`src/rtl/pix_if.sv`:
```
// Pixel-buffer write port: one request at a time, held until acknowledged.
interface pix_if #(
   parameter int ROW_BITS = 7
);
   logic              pix_we;
   logic [7:0]        pix_x;
   logic [ROW_BITS:0] pix_y;
   logic [7:0]        pix_color;
   logic              pix_ack;

   modport master (
      output pix_we, pix_x, pix_y, pix_color,
      input  pix_ack
   );

   modport slave (
      input  pix_we, pix_x, pix_y, pix_color,
      output pix_ack
   );
endinterface

```
`src/rtl/column_sync_scanout.sv`:
```
// Consumer side of the column flag/start handshake. Waits for every column's
// "row computed" flag, snapshots all node_center values, streams them out as
// heat-coloured pixels, then releases the columns into the next row.
module column_sync_scanout #(
   parameter int NUM_COLS = 8,
   parameter int ROW_BITS = 7
) (
   input  logic                   clk,
   input  logic                   reset,
   input  logic                   run,
   input  logic [ROW_BITS:0]      height,
   input  logic [NUM_COLS-1:0]    col_flag,
   input  logic [NUM_COLS*32-1:0] col_data,
   output logic                   start,
   pix_if.master                  pix,
   output logic [ROW_BITS:0]      row_idx,
   output logic                   sweep_done,
   output logic [15:0]            sweep_count,
   output logic                   busy
);

   localparam int RW    = ROW_BITS + 1;
   localparam int PTR_W = (NUM_COLS > 1) ? $clog2(NUM_COLS) : 1;
   localparam logic [PTR_W-1:0] LAST_COL = PTR_W'(NUM_COLS - 1);

   typedef enum logic [2:0] {
      S_WAIT_FLAGS,
      S_CAPTURE,
      S_WRITE,
      S_START,
      S_WAIT_LOW
   } state_t;

   state_t             state_q;
   logic [31:0]        cap_q [NUM_COLS];
   logic [PTR_W-1:0]   col_ptr_q;
   logic [ROW_BITS:0]  row_idx_q;
   logic [15:0]        sweep_q;
   logic               start_q;
   logic               sweep_done_q;
   logic               we_q;
   logic [7:0]         color_q;

   logic [PTR_W-1:0]   ptr_d;
   logic               wrap_d;
   logic [ROW_BITS:0]  row_d;

   // Signed Q4.27 to 8-bit heat: negatives black, >= 8.0 saturates, else the
   // top eight fraction-adjacent bits give a linear 0.0..<8.0 ramp.
   function automatic logic [7:0] heat(input logic [31:0] v);
      if (v[31])
         return 8'd0;
      else if (v[30])
         return 8'd255;
      else
         return v[29:22];
   endfunction

   assign ptr_d  = col_ptr_q + PTR_W'(1);
   // A height lowered below the current row wraps on the next release.
   assign wrap_d = (row_idx_q >= height);
   assign row_d  = wrap_d ? '0 : row_idx_q + RW'(1);

   // Handshake sequencer; every output below is a register written here.
   // NOTE: state and outputs use non-blocking assignments so every register
   // samples pre-edge values regardless of statement order.
   always_ff @(posedge clk or negedge reset) begin
      if (!reset) begin
         state_q      <= S_WAIT_FLAGS;
         col_ptr_q    <= '0;
         row_idx_q    <= '0;
         sweep_q      <= '0;
         start_q      <= 1'b0;
         sweep_done_q <= 1'b0;
         we_q         <= 1'b0;
         color_q      <= '0;
         // NOTE: the capture array is small and its cleared state is visible
         // behaviour, so it is reset like any other register.
         for (int i = 0; i < NUM_COLS; i++) cap_q[i] <= '0;
      end else begin
         start_q      <= 1'b0;
         sweep_done_q <= 1'b0;
         case (state_q)
            S_WAIT_FLAGS: begin
               if ((&col_flag) && run) state_q <= S_CAPTURE;
            end
            S_CAPTURE: begin
               for (int i = 0; i < NUM_COLS; i++) cap_q[i] <= col_data[32*i +: 32];
               col_ptr_q <= '0;
               we_q      <= 1'b1;
               color_q   <= heat(col_data[31:0]);
               state_q   <= S_WRITE;
            end
            S_WRITE: begin
               if (pix.pix_ack) begin
                  if (col_ptr_q == LAST_COL) begin
                     we_q      <= 1'b0;
                     start_q   <= 1'b1;
                     row_idx_q <= row_d;
                     if (wrap_d) begin
                        sweep_done_q <= 1'b1;
                        sweep_q      <= sweep_q + 16'd1;
                     end
                     state_q <= S_START;
                  end else begin
                     col_ptr_q <= ptr_d;
                     color_q   <= heat(cap_q[ptr_d]);
                  end
               end
            end
            S_START: begin
               state_q <= S_WAIT_LOW;
            end
            S_WAIT_LOW: begin
               // Columns drop their flags a cycle after seeing start; waiting
               // for all-zero keeps a stale flag from retriggering a capture.
               if (~|col_flag) state_q <= S_WAIT_FLAGS;
            end
            default: state_q <= S_WAIT_FLAGS;
         endcase
      end
   end

   assign start         = start_q;
   assign sweep_done    = sweep_done_q;
   assign sweep_count   = sweep_q;
   assign row_idx       = row_idx_q;
   assign busy          = (state_q != S_WAIT_FLAGS);
   assign pix.pix_we    = we_q;
   assign pix.pix_x     = 8'(col_ptr_q);
   assign pix.pix_y     = row_idx_q;
   assign pix.pix_color = color_q;

endmodule

```
`src/flat_wrapper.sv`:
```
// flat-port wrapper written by rule: the top's interface ports become plain ports
module column_sync_scanout_flat 
#(
   parameter int NUM_COLS = 8,
   parameter int ROW_BITS = 7
)
  (clk, reset, run, height, col_flag, col_data, start, row_idx, sweep_done, sweep_count, busy, pix_pix_we, pix_pix_x, pix_pix_y, pix_pix_color, pix_pix_ack);
  pix_if #(.ROW_BITS(ROW_BITS)) pix_i ();
  input  logic clk;
  input  logic reset;
  input  logic run;
  input  logic [ROW_BITS:0] height;
  input  logic [NUM_COLS-1:0] col_flag;
  input  logic [NUM_COLS*32-1:0] col_data;
  output logic start;
  output logic [ROW_BITS:0] row_idx;
  output logic sweep_done;
  output logic [15:0] sweep_count;
  output logic busy;
  output wire logic [$bits(pix_i.pix_we)-1:0] pix_pix_we;
  output wire logic [$bits(pix_i.pix_x)-1:0] pix_pix_x;
  output wire logic [$bits(pix_i.pix_y)-1:0] pix_pix_y;
  output wire logic [$bits(pix_i.pix_color)-1:0] pix_pix_color;
  input wire logic [$bits(pix_i.pix_ack)-1:0] pix_pix_ack;
  assign pix_pix_we = pix_i.pix_we;
  assign pix_pix_x = pix_i.pix_x;
  assign pix_pix_y = pix_i.pix_y;
  assign pix_pix_color = pix_i.pix_color;
  assign pix_i.pix_ack = pix_pix_ack;
  column_sync_scanout #(.NUM_COLS(NUM_COLS), .ROW_BITS(ROW_BITS)) u_core (.clk(clk), .reset(reset), .run(run), .height(height), .col_flag(col_flag), .col_data(col_data), .start(start), .pix(pix_i), .row_idx(row_idx), .sweep_done(sweep_done), .sweep_count(sweep_count), .busy(busy));
endmodule
```
`config.mk`:
```
export PLATFORM = sky130hd
export DESIGN_NAME = column_sync_scanout_flat
export DESIGN_NICKNAME = d
export VERILOG_FILES = /design/src/rtl/pix_if.sv /design/src/rtl/column_sync_scanout.sv /design/src/flat_wrapper.sv
export SDC_FILE = /design/constraint.sdc
export NUM_CORES = 1
export LEC_CHECK = 0
export ABC_CLOCK_PERIOD_IN_PS = 2640
export CAP_MARGIN = 10
export CORE_ASPECT_RATIO = 0.8
export CORE_MARGIN = 5
export CORE_UTILIZATION = 39
export CTS_CLUSTER_SIZE = 24
export DETAILED_ROUTE_END_ITERATION = 8
export GPL_TIMING_DRIVEN = 0
export HOLD_SLACK_MARGIN = 0.05
export PLACE_DENSITY_LB_ADDON = 0.15
export SLEW_MARGIN = 20
export SYNTH_ARGS = -nofsm -noshare
export SYNTH_HDL_FRONTEND = slang
export SYNTH_SLANG_ARGS = --single-unit
export TNS_END_PERCENT = 50
```
`constraint.sdc`:
```
create_clock -name clk -period 2.64 [get_ports clk]
set_clock_uncertainty 0.05 [all_clocks]
set_input_delay 0.528 -clock clk [delete_from_list [all_inputs] [get_ports clk]]
set_output_delay 0.528 -clock clk [all_outputs]
set_load 0.02 [all_outputs]
```
=== Yosys cells after proc, flatten, opt, wreduce, memory -nomap -nowiden ===
Index checks and enable logic that the tools add are counted.

* Register bits: 297
* Output and inout port bits: 52

* Bitwise operators: 1
* Eq/ne operators: 10
* Reductions and logical operators: 11
* Add/sub/neg operators: 3
* Multiplexer cells: 29
* Order comparisons: 2

{| class="wikitable"
|+ Operators with widths
! cell !! count
|-
| $bmux 32 s3 || 1
|-
| $mux 32 || 2
|-
| $mux 8 || 7
|-
| $mux 3 || 6
|-
| $add 16x1->16 const B || 1
|-
| $pmux 8 s2 || 1
|-
| $pmux 3 s5 || 1
|-
| $mux 1 || 9
|-
| $reduce_and 3->1 || 3
|-
| $add 8x1->8 const B || 1
|-
| $ge 8x8->1 || 1
|-
| $reduce_and 4->1 || 2
|-
| $reduce_and 8->1 || 1
|-
| $reduce_or 8->1 || 1
|-
| $eq 3x2->1 const B || 2
|-
| $eq 3x3->1 const B || 2
|-
| $ne 2x2->1 const B || 3
|-
| $pmux 3 s2 || 1
|-
| $ge 4x4->1 const B || 1
|-
| $ne 2x1->1 const B || 2
|-
| $not 3->4 || 1
|-
| $add 3x1->3 const B || 1
|-
| $eq 3x1->1 const B || 1
|-
| $logic_not 3->1 || 1
|-
| 4 further kinds || 4
|}

=== Logic depth before layout (Yosys ltp) ===
Gate-level depths: netlist of the first run.

* Depth in word-level cells: 10
* Mapped depth: 8

=== Worst setup path before layout of the first run ===
OpenSTA, ideal clock, no wires.

* Path kind: reg2reg
* Start: register u_core.col_ptr_q[0]
* End: register u_core.color_q[7], in the netlist u_core.pix.pix_color[7]
* Data required time: 2463 ps
* Clock period less this slack: 2251 ps
* Path buffers: 1
* Arrival: 2074 ps
* Slack: 389 ps
* Setup time: 127 ps
* Stages on the path, launching flop included: 8
* Cells stage by stage: dfrtp_1 ha_1 ha_1 clkbuf_8 mux4_4 mux2_2 o21ai_1 a31oi_1

* Longest elaborated chain between the ends: 10
* Elaborated cells on any way between the ends: 13
* Classes of those cells: add/sub (1); eq/ne (2); mux (8); bitwise (1); reduce/logical (1)

{| class="wikitable"
|+ RTL lines
! what !! line !! RTL
|-
| start, declared || column_sync_scanout.sv:36 || <nowiki>logic [PTR_W-1:0] col_ptr_q;</nowiki>
|-
| start signal, assigned || column_sync_scanout.sv:106 || <nowiki>col_ptr_q <= ptr_d;</nowiki>
|-
| $add 3x1->3 || column_sync_scanout.sv:59 || <nowiki>assign ptr_d = col_ptr_q + PTR_W'(1);</nowiki>
|-
| $not 3->4 (not written as such) || column_sync_scanout.sv:107 || <nowiki>color_q <= heat(cap_q[ptr_d]);</nowiki>
|-
| $bmux 32 s3 || column_sync_scanout.sv:107 ||
|-
| $mux 32 (not written as such) (2 in a row) || column_sync_scanout.sv:107 ||
|-
| $mux 8 || column_sync_scanout.sv:53 || <nowiki>else if (v[30])</nowiki>
|-
| $mux 8 || column_sync_scanout.sv:51 || <nowiki>if (v[31])</nowiki>
|-
| $mux 8 || column_sync_scanout.sv:96 || <nowiki>if (col_ptr_q == LAST_COL) begin</nowiki>
|-
| $mux 8 || column_sync_scanout.sv:95 || <nowiki>if (pix.pix_ack) begin</nowiki>
|-
| $pmux 8 s2 || column_sync_scanout.sv:83 || <nowiki>case (state_q)</nowiki>
|-
| end signal, assigned || column_sync_scanout.sv:91 || <nowiki>color_q <= heat(col_data[31:0]);</nowiki>
|-
| end signal, assigned || column_sync_scanout.sv:107 ||
|-
| end, declared || column_sync_scanout.sv:42 || <nowiki>logic [7:0] color_q;</nowiki>
|}

Parallel ways exist; a longest one is shown, timed or not. The select of a mux whose other input is x is not followed.
A chain may end at the register's enable or synchronous reset.

=== Worst setup path in the final report of the first run ===
* Start: input height[0]
* End: register u_core.sweep_q[6], in the netlist u_core.sweep_count[6]

* Longest elaborated chain between the ends: 2

{| class="wikitable"
|+ RTL lines
! what !! line !! RTL
|-
| start, declared || flat_wrapper.sv:12 || <nowiki>input logic [ROW_BITS:0] height;</nowiki>
|-
| $ge 8x8->1 || column_sync_scanout.sv:61 || <nowiki>assign wrap_d = (row_idx_q >= height);</nowiki>
|-
| $reduce_and 4->1 (no line) || n/a ||
|-
| end signal, assigned || column_sync_scanout.sv:102 || <nowiki>sweep_q <= sweep_q + 16'd1;</nowiki>
|-
| end, declared || column_sync_scanout.sv:38 || <nowiki>logic [15:0] sweep_q;</nowiki>
|}

Every way passes these cells.

==> key figures, run 1 <==
Run status
  – Outcome: completed

CTS
  – Reg clk slew, reported paths: 0.06 ns
  – TritonCTS clock tree: done
  – Clk buf depth: 2
  – Clk sinks: 121
  – Later-pin clock latency in the skew report: 0.41 ns
  – Clock root buffer: clkbuf_16
  – TritonCTS buffer count: 17
  – Htree depth: 4

Worst setup path
  – Arrival time worst endpoint: 2.73 ns
  – CP max FO: 10
  – Crit path launch type: input pin
  – CP Class: input pin to register
  – Worst R2R Setup Slack: 0.17 ns
  – CP max stage delay: 0.46 ns
  – FF-to-FF Start: u_core.pix.pix_y[0]
  – FF-to-FF path depth: 8
  – Setup crit end kind: register
  – Buf/Inv on CP: 2
  – Crit-path cells: clkdlybuf4s50_1 > ha_1 > nand2b_1 > a2111o_1 > a21oi_1 > buf_2 > nor3_1 > xor2_1
  – CP max-delay cell: clkdlybuf4s50_1
  – RR Endpoint: u_core.sweep_count[6]
  – Family with the most delay on the worst path: compound AO/OA/AOI/OAI gates
  – Worst EP required: 2.87 ns

STA
  – Worst-margin pin slew: 0.700 ns
  – Max Fclk: 0.400 GHz
  – Final setup margin: 0.140 ns
  – Hold Slack: 0.412 ns
  – Final period util: 94.7%
  – RSZ-0062 raised after global routing: no
  – Fin. Hold Viols: 0
  – Slew headroom: 53.1%
  – Final Max Tran Viols: 0
  – Setup Total Neg Slack: 0 ns
  – Setup violators final: 0
  – Fin crit period: 2.50 ns

Logic synthesis
  – Post-synth EDFFs: 0
  – Avg Synthesized Cell Area: 13.3 um^2
  – Post-Synthesis Cells: 450
  – Post-synthesis cell type count: 47
  – Synth Cell Area: 5980 um^2
  – Sequential fraction of the synthesis area: 50.6%
  – Warnings from Yosys: 0
  – Commonest register cell after synthesis: dfrtp_1
  – Post-synthesis compound-gate area fraction: 4.66%
  – Synth Area in Adders: 2.51%
  – Post-synthesis xor/xnor area fraction: 2.49%
  – Mux cell area share after synthesis: 25.3%
  – Post-synthesis simple-gate area fraction: 8.91%
  – Largest family of logic cells by synthesized area: multiplexers
  – Post-synth ARST share: 100%
  – Post-synthesis register bit count: 121

Placed design
  – PortBufs: 146
  – Routability congestion estimate: 0.829
  – # placed instances: 790
  – Detail Placement HPWL: 11.6 mm
  – DP Worst Slack: -0.228 ns

Layout
  – Layout cells sized above 1: 25.9%
  – Layout fillers: 1278
  – Post-Layout Cell Count: 823
  – Final nets: 909
  – N_diodes: 0
  – Area Overhead vs Synth: 40.1%

Power and ir drop
  – Clock power frac: 54.5%
  – Combinational power share: 5.4%
  – Seq pwr share: 40.1%
  – Pwr Total: 4.65 mW
  – Pwr per Cell Area: 555 nW/um^2
  – VDD IR max: 0.000500 V
  – Switching power: 0.890 mW
  – Pleak: 3.94 nW
  – Switching Share: 19.1%
  – Int Power: 3.76 mW

Route
  – Routed len/inst: 19.1 um
  – Initial DRC count: 194
  – Residual DRC: 0
  – ANT nets after route: 0
  – 1st-pass router iterations: 7
  – Via density: 5.18
  – DR vias: 4261
  – Total Routed Length: 15.7 mm

Floorplanning
  – Core Rows: 40
  – Placeable Area: 15000 um^2
  – Die Ht: 121 um
  – Die Area: 17900 um^2
  – Initial Util: 39.8%
  – I/O Pins: 328
  – Die width: 148 um

Min path
  – Hold endpoint: u_core.sweep_count[15]
  – Hold Path Cell Cnt: 1
  – Hold path start: u_core.sweep_count[15]
  – Hold Path Class: register to register

Global routing
  – Initial antenna violation count: 0
  – Number of global-route vias before repair: 4467
  – First-pass GRT wire length: 25.0 mm
  – Largest net degree at the start of global routing: 80
  – Total GRT Usage: 18.2%
  – Global route overflow: 0

Job
  – Max Cap Violations: 0
worst register-to-register path: stages (launching register included):
cell	delay, ns
dfrtp_1	0.43
inv_1	0.07
ha_1	0.28
nand2b_1	0.15
a2111o_1	0.42
a21oi_1	0.40
buf_2	0.32
nor3_1	0.10
xor2_1	0.15
logic make-up (layout without fill, tap and decap cells):
kind of cell	Yosys count	count (layout)
AOI/OAI and AO/OA	47	47
other	1	5
and+or+nand+nor	88	88
muxes	113	113
buffers and inverters	51	231
adders and majority gates	12	12
DFF	121	121
xor gates and xnor gates	17	17
cell type report:
class,count,area (um^2),area share [%]
repair buffers,148,1500,17.9
clock buffers,24,482,5.75
clock inverters,8,165,1.97
well taps,189,236,2.82
flip-flops and latches,121,3030,36.1
multi-input cells,282,2650,31.6
plain buffers,33,256,3.06
inverters,18,67.6,0.806
how the worst max path moves through the flow:
stage                             start                 endpoint  cells past startpoint
finish                        height[0]    u_core.sweep_count[6]                      8
global route        u_core.pix.pix_y[0]      u_core.pix.pix_y[0]                      8
CTS                 u_core.pix.pix_y[0]    u_core.sweep_count[6]                      8
detailed placement            height[0]   u_core.sweep_count[11]                      8
global placement                  reset        u_core.cap_q[152]                      1
floorplan           u_core.col_ptr_q[0]  u_core.pix.pix_color[7]                      7
layer usage:
layer / global-route usage, % / share of wire (%) / vias to the layer above
met4: 4.90 / 1.3 / 0
li1: - / - / 1986
met2: 27.0 / 44 / 122
met1: 25.4 / 48 / 2139
met3: 6.44 / 6.8 / 14
met5: 0 / 0 / -
through the flow:
| step | util, % | cell area (um^2) |
|---|---|---|
| floorplan | - | 6000 |
| global route | 55.8 | 8380 |
| CTS | 55.8 | 8380 |
| detailed placement | 51.4 | 7720 |
| global placement | 51.2 | 7690 |
| finish | 55.8 | 8380 |
flip-flops by register name, summed over array words and instances (netlist names):
signal,flops
u_core.pix.pix_color,8
u_core.pix.pix_we,1
u_core.start,1
u_core.pix.pix_y,8
u_core.state_q,3
u_core.cap_q,80
u_core.sweep_done,1
u_core.sweep_count,16
u_core.col_ptr_q,3
synthesized netlist by cell type, types with 4 or more instances:
library cell | n | area share, %
a21oi_1 | 6 | 0.50
a31oi_1 | 9 | 0.94
buf_2 | 10 | 0.84
buf_4 | 16 | 2.0
buf_6 | 4 | 0.75
dfrtp_1 | 121 | 51
ha_1 | 12 | 2.5
inv_1 | 18 | 1.1
mux2_1 | 10 | 1.9
mux2_2 | 82 | 15
mux4_1 | 11 | 4.8
mux4_2 | 6 | 2.3
nand2_1 | 16 | 1.0
nand3_1 | 12 | 1.0
nand4_1 | 7 | 0.73
nor2_1 | 17 | 1.1
nor3_1 | 8 | 0.67
nor4_2 | 6 | 1.3
o21ai_0 | 20 | 1.7
xor2_1 | 14 | 2.0
layout by cell type, fill, tap and decap left out, types with 7 or more instances in the layout:
| cell | Yosys | final |
|---|---|---|
| clkdlybuf4s50_1 | 0 | 145 |
| dfrtp_1 | 121 | 121 |
| mux2_2 | 82 | 82 |
| o21ai_0 | 20 | 20 |
| inv_1 | 18 | 18 |
| nor2_1 | 17 | 17 |
| clkbuf_16 | 0 | 17 |
| nand2_1 | 16 | 16 |
| buf_4 | 16 | 16 |
| xor2_1 | 14 | 14 |
| nand3_1 | 12 | 12 |
| ha_1 | 12 | 12 |
| mux4_1 | 11 | 11 |
| buf_2 | 10 | 10 |
| mux2_1 | 10 | 10 |
| a31oi_1 | 9 | 9 |
| nor3_1 | 8 | 8 |
| nand4_1 | 7 | 7 |
power groups by stage:
stage / Combinational [mW] / Clock (mW) / Sequential [mW]
final: 0.251 / 2.54 / 1.87
after global routing: 0.275 / 2.66 / 1.87
after CTS: 0.256 / 2.59 / 1.87
after detailed placement: 0.253 / 0 / 1.90
after global placement: 0.244 / 0 / 1.90
after floorplan: 0.0403 / 0 / 1.90
what timing repair did:
action | in CTS | in global routing
setup endpoints to repair | 0 | 0
resized for setup | 0 | 0
endpoints found under the hold margin | 42 | 0
buffers inserted | 0 | 0
hold buffers | 1 | 0
No activity file was read; power rests on OpenSTA's default activity.
==> inputs of run 2 (changes only) <==
--- a/config.mk
+++ b/config.mk
@@ -9,7 +9,7 @@
 export CAP_MARGIN = 10
 export CORE_ASPECT_RATIO = 0.8
 export CORE_MARGIN = 5
-export CORE_UTILIZATION = 39
+export CORE_UTILIZATION = 35
 export CTS_CLUSTER_SIZE = 24
 export DETAILED_ROUTE_END_ITERATION = 8
 export GPL_TIMING_DRIVEN = 0
==> run 2 against run 1 <==
Via count up 0.99%. Critical path type is now register to register. Critical path depth down 1. Sequential cell count unchanged. Core utilization down 5.4 points. First-iteration DRC count up 58%. Worst setup slack better by 0.023 ns. Largest power group unchanged. Combinational power about the same.
==> key figures, run 2 (synthesis gave the netlist of run 1 again) <==
Power and ir drop
  – Int Power: 3.62 mW
  – Pleak: 3.92 nW
  – Switching power: 0.949 mW
  – Switching Share: 20.8%
  – Pwr per Cell Area: 544 nW/um^2
  – Combinational power share: 5.6%
  – Clock power frac: 53.6%
  – VDD IR max: 0.000402 V
  – Seq pwr share: 40.9%

Worst setup path
  – Top cell by count, worst path: ha_1
  – Family with the most delay on the worst path: multiplexers
  – CP max stage delay: 0.42 ns
  – CP max-delay cell: dfrtp_1
  – Crit-path cells: ha_1 > ha_1 > clkbuf_8 > mux4_2 > mux2_2 > o21ai_0 > a31oi_1
  – Worst EP required: 2.87 ns
  – Setup crit end kind: register
  – Arrival time worst endpoint: 2.71 ns
  – Buf/Inv on CP: 1
  – CP Class: register to register
  – Crit path launch type: register
  – CP max FO: 10

Layout
  – Number of flip-flops under the largest register name: 80
  – Area Overhead vs Synth: 40.4%
  – N_diodes: 0
  – Commonest non-fill, non-tap cell in the layout: clkdlybuf4s50_1
  – Design Area, Final: 8400 um^2
  – Layout cells sized above 1: 26.3%
  – Final nets: 909
  – Biggest register: u_core.cap_q
  – Commonest cells after routing, fill and taps aside: 145 x clkdlybuf4s50_1, 121 x dfrtp_1, 82 x mux2_2

CTS
  – Clock root buffer: clkbuf_16
  – Later-pin clock latency in the skew report: 0.41 ns
  – TritonCTS clock tree: done
  – Htree depth: 4
  – Clk sinks: 121
  – Reg clk slew, reported paths: 0.06 ns
  – Postcts setup bufs: 0
  – Clk buf depth: 2
  – TritonCTS buffer count: 17

Min path
  – Hold Path Class: register to register

Floorplanning
  – Core Rows: 42
  – Die Area: 19800 um^2
  – Die width: 156 um
  – I/O Pins: 328
  – Initial Util: 35.9%
  – Die Ht: 127 um
  – Placeable Area: 16700 um^2

Route
  – Residual DRC: 0
  – Routed len/inst: 19.1 um
  – ANT nets after route: 0
  – Via density: 5.04
  – Initial DRC count: 306
  – Total Routed Length: 16.3 mm
  – DR vias: 4303
  – 1st-pass router iterations: 4

STA
  – Setup violators final: 0
  – Fin crit period: 2.48 ns
  – Setup Total Neg Slack: 0 ns
  – Max Fclk: 0.404 GHz
  – Final Max Tran Viols: 0
  – Final period util: 93.8%
  – Worst-margin pin slew: 0.686 ns
  – Slew headroom: 54.1%
  – RSZ-0062 raised after global routing: no
  – Fin. Hold Viols: 0

Job
  – Max Cap Violations: 0

Global routing
  – Total GRT Usage: 16.6%
  – Initial antenna violation count: 0
  – Global route overflow: 0
  – Number of global-route vias before repair: 4300
  – Largest net degree at the start of global routing: 82
  – First-pass GRT wire length: 24.8 mm

Placed design
  – Routability congestion estimate: 0.802
  – Detail Placement HPWL: 11.9 mm
  – PortBufs: 146
  – Placed Area: 7760 um^2

Run status
  – Outcome: completed
## run 2: cell count changes in the layout (fill, tap and decap cells not counted)
cell / previous run / this run
a21oi_2: 0 / 1
clkinv_4: 0 / 1
clkbuf_8: 6 / 4
bufinv_16: 5 / 4
clkinvlp_4: 0 / 4
clkbuf_1: 4 / 2
a21oi_1: 6 / 5
## run 2: layer usage
metal / up-vias / track usage (%) / wire length (um)
li1: 1982 / - / -
met1: 2175 / 24.0 / 7600
met2: 130 / 24.6 / 7410
met3: 16 / 5.01 / 1100
met4: 0 / 4.03 / 223
met5: - / 0 / 0
## run 2: power by group through the flow
| stage | Sequential (mW) | Combinational, mW | Clock [mW] |
|---|---|---|---|
| 5_1_grt | 1.87 | 0.277 | 2.59 |
| 3_5_place_dp | 1.90 | 0.254 | 0 |
| 4_1_cts | 1.87 | 0.257 | 2.50 |
| 3_3_place_gp | 1.90 | 0.245 | 0 |
| 2_1_floorplan | 1.90 | 0.0403 | 0 |
| 6_report | 1.87 | 0.254 | 2.45 |
## run 2: per-stage QoR
| stage | utilization, % | total power, mW | hold WS, ns | worst slack, ns | instances |
|---|---|---|---|---|---|
| 2_1_floorplan | - | 1.94 | 0.182 | 0.389 | 454 |
| 3_3_place_gp | 46.4 | 2.14 | 0.411 | -3.79 | 820 |
| 3_5_place_dp | 46.6 | 2.15 | 0.419 | -0.277 | 821 |
| 4_1_cts | 50.4 | 4.62 | 0.432 | 0.114 | 854 |
| 5_1_grt | 50.4 | 4.73 | 0.449 | 0.0511 | 854 |
| 6_report | 50.4 | 4.57 | 0.427 | 0.163 | 854 |
## run 2: what timing repair did
action | 4_1_cts | 5_1_grt
hold buffers | 1 | 0
gates resized for setup | 0 | 1
hold endpoints to repair | 40 | 0
endpoints found under the setup margin | 0 | 8
## run 2: area by class of cell
type,count,area (um^2)
Fill cell,1450,8260
Sequential cell,121,3030
Multi-Input combinational cell,282,2650
Timing Repair Buffer,148,1500
Clock buffer,20,447
Tap cell,220,275
Buffer,33,256
Clock inverter,12,174
Inverter,18,67.6
## run 2: worst paths after layout
path                                     startpoint                       to  slack, ns  cells after the start
worst max-delay path            u_core.col_ptr_q[0]  u_core.pix.pix_color[5]       0.16                      7
max in group asynchronous                     reset  u_core.pix.pix_color[6]       1.23                      3
worst min register to register    u_core.cap_q[152]        u_core.cap_q[152]       0.43                      1
worst min-delay path              u_core.cap_q[152]        u_core.cap_q[152]       0.43                      1
worst max register to register  u_core.col_ptr_q[0]  u_core.pix.pix_color[5]       0.16                      7
min in group asynchronous                     reset   u_core.sweep_count[12]       0.56                      2
==> inputs of run 3 (changes only) <==
--- a/config.mk
+++ b/config.mk
@@ -12,9 +12,9 @@
 export CORE_UTILIZATION = 35
 export CTS_CLUSTER_SIZE = 24
 export DETAILED_ROUTE_END_ITERATION = 8
-export GPL_TIMING_DRIVEN = 0
+export GPL_TIMING_DRIVEN = 1
 export HOLD_SLACK_MARGIN = 0.05
-export PLACE_DENSITY_LB_ADDON = 0.15
+export PLACE_DENSITY = 0.72
 export SLEW_MARGIN = 20
 export SYNTH_ARGS = -nofsm -noshare
 export SYNTH_HDL_FRONTEND = slang
==> run 3 against run 2 <==
Core utilization shrank 1.0 points. Clock power decreased by 2%. Sequential power about the same. Via count fell by 4.3%. Total power decreased by 1.3%. Clock-buffer cell count unchanged. Cell count is 2.7% lower. Routed wire length down 9.6%. Combinational power is 4% lower. Critical path depth shrank 5. Register-to-register slack improved by 0.14 ns. Fmax is 2.0% higher. Critical path type is now register to output pin. Critical endpoint is now pix_pix_x[0].
==> key figures, run 3 (synthesis gave the netlist of run 1 again) <==
Run status
  – Outcome: completed

Global routing
  – Largest net degree at the start of global routing: 122
  – Number of global-route vias before repair: 4459
  – Total GRT Usage: 15.3%
  – Initial antenna violation count: 1
  – Global route overflow: 0
  – First-pass GRT wire length: 23.5 mm

STA
  – Setup Total Neg Slack: 0 ns
  – Max Fclk: 0.412 GHz
  – Final setup margin: 0.211 ns
  – Setup violators final: 0
  – Fin crit period: 2.43 ns
  – Final period util: 92.0%
  – Final Max Tran Viols: 0
  – Hold Slack: 0.146 ns
  – Fin. Hold Viols: 0
  – RSZ-0062 raised after global routing: no
  – Worst-margin pin slew: 0.666 ns
  – Slew headroom: 55.6%

Layout
  – Area Overhead vs Synth: 37.5%
  – Commonest cells after routing, fill and taps aside: 145 x clkdlybuf4s50_1, 121 x dfrtp_1, 82 x mux2_2
  – Layout fillers: 1374
  – Layout cells sized above 1: 23.8%
  – Final nets: 885
  – Post-Layout Cell Count: 831
  – Commonest non-fill, non-tap cell in the layout: clkdlybuf4s50_1
  – Biggest register: u_core.cap_q
  – Number of flip-flops under the largest register name: 80

CTS
  – Clock root buffer: clkbuf_16
  – Later-pin clock latency in the skew report: 0.42 ns
  – Post_cts resized: 0
  – Postcts setup bufs: 0
  – Hold buffers post-CTS: 0
  – Htree depth: 4
  – Clk buf depth: 2
  – TritonCTS buffer count: 17
  – Clk sinks: 121
  – TritonCTS clock tree: done
  – Reg clk slew, reported paths: 0.05 ns

Placed design
  – Detail Placement HPWL: 10.6 mm
  – DP Worst Slack: -0.0790 ns
  – # placed instances: 798
  – Routability congestion estimate: 0.804
  – PortBufs: 146

Worst setup path
  – CP max stage delay: 0.69 ns
  – Crit-path cells: buf_4 > clkdlybuf4s50_1
  – Crit path launch type: register
  – Arrival time worst endpoint: 1.85 ns
  – Worst EP required: 2.06 ns
  – CP max FO: 24
  – Setup crit end kind: output pin
  – CP max-delay cell: clkdlybuf4s50_1
  – CP Class: register to output pin

Route
  – DR vias: 4120
  – Via density: 4.96
  – Routed len/inst: 17.8 um
  – Residual DRC: 0
  – Total Routed Length: 14.8 mm
  – Initial DRC count: 158
  – 1st-pass router iterations: 4
  – ANT nets after route: 0

Power and ir drop
  – Pwr per Cell Area: 548 nW/um^2
  – VDD IR max: 0.000427 V
  – Pleak: 3.79 nW

Floorplanning
  – Die width: 156 um
  – I/O Pins: 328
  – Die Area: 19800 um^2
  – Placeable Area: 16700 um^2
  – Die Ht: 127 um
  – Initial Util: 35.9%
  – Core Rows: 42

Min path
  – Hold Path Class: input pin to async pin

Job
  – Max Cap Violations: 0
==> run 3: cell count changes in the layout (fill, tap and decap cells not counted), moves of 3 or more <==
cell and change:
buf_4 -7, buf_2 -10, buf_12 +3, clkbuf_8 -4
buf_6 -5
==> run 3: final cells by class <==
cell class	count	area [um^2]	area share, %
Antenna cell	1	2.50	0.0304
Multi-Input combinational cell	282	2660	32.3
Timing Repair Buffer	157	1580	19.2
Sequential cell	121	3030	36.8
Clock inverter	12	175	2.13
Clock buffer	20	437	5.31
Tap cell	220	275	3.35
Inverter	18	67.6	0.822
==> run 3: final timing paths <==
path / from / endpoint / slack [ns] / cells past startpoint
min in group clk: u_core.sweep_count[15] / u_core.sweep_count[15] / 0.42 / 1
worst max-delay path: u_core.col_ptr_q[0] / pix_pix_x[0] / 0.21 / 2
worst max register to register: u_core.col_ptr_q[1] / u_core.pix.pix_color[4] / 0.30 / 7
max in group asynchronous: reset / u_core.sweep_count[11] / 1.88 / 2
worst min-delay path: reset / u_core.cap_q[154] / 0.15 / 2
worst min register to register: u_core.sweep_count[15] / u_core.sweep_count[15] / 0.42 / 1
==> run 3: per-stage QoR <==
step,power (mW),utilization [%],area [um^2]
final,4.50,49.4,8220
after global routing,4.67,49.4,8220
after CTS,4.56,49.4,8220
after detailed placement,2.15,45.7,7610
after global placement,2.14,45.7,7610
after floorplan,1.94,-,6000
==> run 3: critical path: cells and delay by family (launching register included) <==
family | cells | cell delay [ns]
buffers and inverters | 2 | 1.10
DFF | 1 | 0.34
==> run 3: power by group <==
part / internal (mW) / total (mW) / leakage [nW] / switching (mW)
Combinational: 0.151 / 0.243 / 1.87 / 0.0923
Sequential: 1.86 / 1.87 / 1.62 / 0.00709
Clock: 1.57 / 2.39 / 0.290 / 0.820
Total: 3.59 / 4.50 / 3.79 / 0.919
==> run 3: metal layers <==
layer | track usage (%) | routed length [um]
met4 | 5.51 | 219
met3 | 5.99 | 1190
met2 | 23.4 | 6940
met5 | 0 | 0
met1 | 19.9 | 6410
